--- src/rtl/hazard_fwd_unit.sv ---
// Hazard and forwarding controller for a 5-stage pipeline: shadows the destination tags of
// in-flight instructions, issues registered EX operand selects and detects load-use stalls.
module hazard_fwd_unit #(
   parameter int unsigned REG_AW   = 3,
   parameter bit          ZERO_REG = 1'b0,
   parameter int unsigned PERF_W   = 16
) (
   input  logic              clk,
   input  logic              rst,
   input  logic              id_valid,
   input  logic [REG_AW-1:0] id_ra,
   input  logic [REG_AW-1:0] id_rb,
   input  logic              id_use_ra,
   input  logic              id_use_rb,
   input  logic [REG_AW-1:0] id_rd,
   input  logic              id_regwrite,
   input  logic              id_memread,
   input  logic              ex_flush,
   input  logic              freeze,
   output logic              stall,
   output logic [1:0]        fwd_a,
   output logic [1:0]        fwd_b,
   output logic [PERF_W-1:0] stall_cnt
);

   typedef enum logic [1:0] {
      FwdReg  = 2'b00,
      FwdMem  = 2'b01,
      FwdWb   = 2'b10,
      FwdHold = 2'b11
   } fwd_sel_e;

   logic              exWe_q, exMr_q, memWe_q, wbWe_q;
   logic [REG_AW-1:0] exRd_q, memRd_q, wbRd_q;
   logic [1:0]        fwdA_q, fwdB_q;
   logic [PERF_W-1:0] stallCnt_q;

   logic       idWe, hazA, hazB, bubble;
   logic [1:0] selA, selB;

   // Newest producer wins; the EX match alone is qualified by the use flag.
   function automatic logic [1:0] selFwd(
      input logic              useSrc,
      input logic [REG_AW-1:0] rs,
      input logic              exWe,
      input logic [REG_AW-1:0] exRd,
      input logic              memWe,
      input logic [REG_AW-1:0] memRd,
      input logic              wbWe,
      input logic [REG_AW-1:0] wbRd
   );
      logic [1:0] sel;
      sel = FwdReg;
      if (useSrc && exWe && (rs == exRd)) begin
         sel = FwdMem;
      end else if (memWe && (rs == memRd)) begin
         sel = FwdWb;
      end else if (wbWe && (rs == wbRd)) begin
         sel = FwdHold;
      end
      return sel;
   endfunction

   always_comb begin
      idWe   = id_regwrite && !(ZERO_REG && (id_rd == '0));
      hazA   = id_use_ra && (id_ra == exRd_q);
      hazB   = id_use_rb && (id_rb == exRd_q);
      stall  = id_valid && !ex_flush && exWe_q && exMr_q && (hazA || hazB);
      bubble = stall || ex_flush || !id_valid;
      selA   = selFwd(id_use_ra, id_ra, exWe_q, exRd_q, memWe_q, memRd_q, wbWe_q, wbRd_q);
      selB   = selFwd(id_use_rb, id_rb, exWe_q, exRd_q, memWe_q, memRd_q, wbWe_q, wbRd_q);
   end

   always_ff @(posedge clk) begin
      if (rst) begin
         exWe_q     <= 1'b0;
         exMr_q     <= 1'b0;
         exRd_q     <= '0;
         memWe_q    <= 1'b0;
         memRd_q    <= '0;
         wbWe_q     <= 1'b0;
         wbRd_q     <= '0;
         fwdA_q     <= FwdReg;
         fwdB_q     <= FwdReg;
         stallCnt_q <= '0;
      end else if (!freeze) begin
         if (bubble) begin
            exWe_q <= 1'b0;
            exMr_q <= 1'b0;
            exRd_q <= '0;
            fwdA_q <= FwdReg;
            fwdB_q <= FwdReg;
         end else begin
            exWe_q <= idWe;
            exMr_q <= id_memread;
            exRd_q <= id_rd;
            fwdA_q <= selA;
            fwdB_q <= selB;
         end
         memWe_q <= exWe_q;
         memRd_q <= exRd_q;
         wbWe_q  <= memWe_q;
         wbRd_q  <= memRd_q;
         if (stall && (stallCnt_q != '1)) begin
            stallCnt_q <= stallCnt_q + 1'b1;
         end
      end
   end

   assign fwd_a     = fwdA_q;
   assign fwd_b     = fwdB_q;
   assign stall_cnt = stallCnt_q;

endmodule

--- config.mk ---
export PLATFORM = sky130hd
export DESIGN_NAME = hazard_fwd_unit
export DESIGN_NICKNAME = d
export VERILOG_FILES = /design/src/rtl/hazard_fwd_unit.sv
export SDC_FILE = /design/constraint.sdc
export NUM_CORES = 1
export LEC_CHECK = 0
export ABC_AREA = 1
export BUFFER_PORTS_ARGS = -buffer_cell sky130_fd_sc_hd__buf_2
export CORE_UTILIZATION = 54
export DETAILED_ROUTE_END_ITERATION = 10
export PLACE_DENSITY = 0.84
export SLEW_MARGIN = 20
export SYNTH_ARGS = -nofsm -noshare
export SYNTH_HDL_FRONTEND = slang
export SYNTH_SLANG_ARGS = --single-unit
--- constraint.sdc ---
create_clock -name clk -period 1.9 [get_ports clk]
set_input_delay 0 -clock clk [delete_from_list [all_inputs] [get_ports clk]]
set_output_delay 0 -clock clk [all_outputs]
set_load 0.01 [all_outputs]
==> results.tsv <==
stage	metric	value	unit
global_route	grt_pass1_vias	1569	
placed_design	portBuffers	38	
drt	wire_per_inst	10.7	um
timing	slew-limit-headroom	72.5	%
worst_setup_path	worst_path_largest_cell_delay	0.35	ns
hold_path	hp-class	in2reg	
hold_path	whs_endpoint	memRd_q[1]	
timing	setup_viol	0	
logic_synthesis	synth-warning-count	0	
worst_setup_path	critPathKind	reg2reg	
timing	fmax	581	MHz
floorplan	io_pins	39	
logic_synthesis	seq_area_frac_synth	35.9	%
clock_network	post_cts_resized	0	
logic_synthesis	syn_area	1840	sq um
placed_design	finalWeightedCongestion	0.864	
floorplan	die_x	60.4	um
worst_setup_path	crit_buf_inv	1	
finish	fin_nets	354	
floorplan	core_region_area	3150	sq um
logic_synthesis	yosys.cell_types.count	27	
timing	drv_slew	0	
global_route	grt_antenna_before_repair	0	
global_route	grt.total_usage	24.6	%
drt	vias_per_cell	4.96	
pwr	totalPowerFinal	1.28	mW
global_route	grt_overflow	0	
worst_setup_path	worst_setup_path_start_kind	register	
worst_setup_path	end_kind	register	
logic_synthesis	synth_edf_count	0	
finish	area_delta_synth_final	18.0	%
worst_setup_path	rr_endpoint	stall_cnt[12]	
worst_setup_path	critPathTopFamily	simple AND/OR/NAND/NOR gates	
drt	drc_errors	0	
floorplan	die-area	3650	sq um
placed_design	hpwl	2930	um
drt	drt_iter0_drc	117	
worst_setup_path	cp_cell_sequence	ha_1 -> nand3_1 -> inv_2 -> nand2_2 -> nor2_4 -> nand2_2 -> nand2_4 -> nor2_8 -> nand3_1 -> nand2_1 -> nor2_1	
pwr	peakVddDrop	0.402	mV
finish	mostFrequentLayoutCells	nand2_1 (72), nor2_1 (57), buf_2 (38)	
pwr	power_leakage	1.07	nW
finish	final_common_cell	nand2_1	
clock_network	cts_buffer_depth	2	
logic_synthesis	ys_ff_latch	33	
hold_path	hold-path-cell-count	2	
timing	hold_viol_final	0	
worst_setup_path	ff2ff_setup_slack	0.18	ns
placed_design	dpl_worst_slack	0.211	ns
timing	rsz0062_at_grt	no	
run	maxCapViolCount	0	
worst_setup_path	r2r.worst_path.cells	11	
timing	fin_crit_sh	90.7	%
timing	setup_tns	0	ns
drt	wirelength	4040	um
drt	vias	1878	
logic_synthesis	syn_area_per_cell	6.37	sq um
timing	min_period	1.72	ns
drt	ant_nets	0	
logic_synthesis	async_flop_share	0	%
finish	drive_above_1_share	18.2	%
clock_network	htree_levels	2	
drt	first_pass_iters	4	
logic_synthesis	synth-main-ff-cell	dfxtp_1	
logic_synthesis	netlist_instances	289	
run_status	run_status	completed	
floorplan	rows	20	
global_route	grt_start_max_net_pins	27	
worst_setup_path	reg2reg_from	stall_cnt[0]	
clock_network	cts.sinks	33	
clock_network	path_clk_slew	0.10	ns
timing	worst_slew_pin_slew	0.409	ns
worst_setup_path	required	2.12	ns
clock_network	insertion_delay	0.32	ns
hold_path	hp-start	freeze	
clock_network	cts_tree	yes	
floorplan	die_h	60.4	um
finish	antenna_cells	0	
floorplan	start_util	58.4	%
clock_network	ctsRootBufferMaster	clkbuf_4	
worst_setup_path	crit_fanout	26	
global_route	grt_pass1_wl	6690	um
worst_setup_path	cp.depth	11	
clock_network	cts_buffers	5	
timing	setup_slack	0.177	ns
timing	worst_clock_skew	0.00780	ns
worst_setup_path	arrival	1.94	ns
worst_setup_path	cpMaxStageDelayCell	dfxtp_1	
logic_synthesis	synth_nets	308	
pwr	power_density	590	nW/um^2
-- registers in the layout, summed over array words and instances (netlist names) --
register / cells
stall_cnt: 16
exRd_q: 3
memRd_q: 3
wbRd_q: 3
fwd_a: 2
fwd_b: 2
exMr_q: 1
exWe_q: 1
memWe_q: 1
wbWe_q: 1
-- cells by family (layout without fill, tap and decap cells) --
kind of cell | Yosys count | after routing | share of synthesized area [%]
buffers and inverters | 37 | 83 | 8.49
AND/OR/NAND/NOR | 168 | 168 | 39.7
adder cells (fa/ha/maj) | 1 | 1 | 0.679
flip-flops | 33 | 33 | 35.9
AO/OA/AOI/OAI | 43 | 43 | 11.9
multiplexers | 1 | 1 | 0.543
XOR/XNOR | 6 | 6 | 2.85
-- metal layers --
layer / routed length, um / global-route usage, %
met1: 1960 / 33.9
met2: 1800 / 38.6
met3: 233 / 5.33
met4: 39 / 7.64
met5: 0 / 0
-- cells in the mapped netlist, types with 2 or more instances --
library cell  number  area share [%]
nand4_1            3             1.0
nor2_2             2            0.68
nand2_1           72              15
nor2_1            57              12
inv_1             24             4.9
inv_2              5             1.0
nand2_4            2             1.2
xor2_1             3             1.4
buf_6              2             1.2
xnor2_1            3             1.4
o21ai_0           19             5.2
nand3_1           24             6.5
buf_2              2            0.54
nand2_2            3             1.0
dfxtp_1           33              36
clkbuf_1           3            0.61
a21oi_1           22             6.0
-- power by group --
part	internal [mW]	total (mW)	switching [mW]
combinational	0.0658	0.162	0.0967
sequential	0.710	0.725	0.0154
clock	0.175	0.395	0.221
total	0.950	1.28	0.333
-- metrics by stage --
| step | hold WS (ns) | cells | utilization, % | cell area [sq um] |
|---|---|---|---|---|
| CTS | 0.0785 | 379 | 68.9 | 2170 |
| finish | 0.0915 | 379 | 68.9 | 2170 |
| global placement | 0.252 | 366 | 65.3 | 2060 |
| detailed placement | 0.264 | 366 | 65.3 | 2060 |
| floorplan | 0.0691 | 289 | - | 1840 |
| global route | 0.118 | 379 | 68.9 | 2170 |
-- final cells by class --
type                            instances  area (sq um)
Clock buffer                            7          55.1
Fill cell                             287           980
Sequential cell                        33           661
Tap cell                               44          55.1
Multi-Input combinational cell        219          1020
Inverter                               30           113
Timing Repair Buffer                   46           265
-- how the worst max path moves through the flow --
| stage | startpoint | slack, ns | end |
|---|---|---|---|
| global route | stall_cnt[0] | 0.002 | stall_cnt[9] |
| floorplan | stall_cnt[0] | 0.29 | stall_cnt[6] |
| CTS | stall_cnt[0] | 0.19 | stall_cnt[9] |
| detailed placement | stall_cnt[0] | 0.21 | stall_cnt[9] |
| global placement | stall_cnt[0] | 0.27 | stall_cnt[12] |
| finish | stall_cnt[0] | 0.18 | stall_cnt[12] |
-- worst register-to-register path: cells and delay by family (launching register included) --
| kind | cells | cell delay, ns |
|---|---|---|
| buf+inv | 1 | 0.06 |
| flops | 1 | 0.35 |
| fa+ha+maj | 1 | 0.25 |
| simple gates | 9 | 0.95 |
-- repair_timing --
item / 4_1_cts / 5_1_grt
setup buffers: 0 / 0
hold buffers: 6 / 0
endpoints found under the hold margin: 10 / 0
endpoints found under the setup margin: 0 / 0
(Power assumes the default switching activity.)
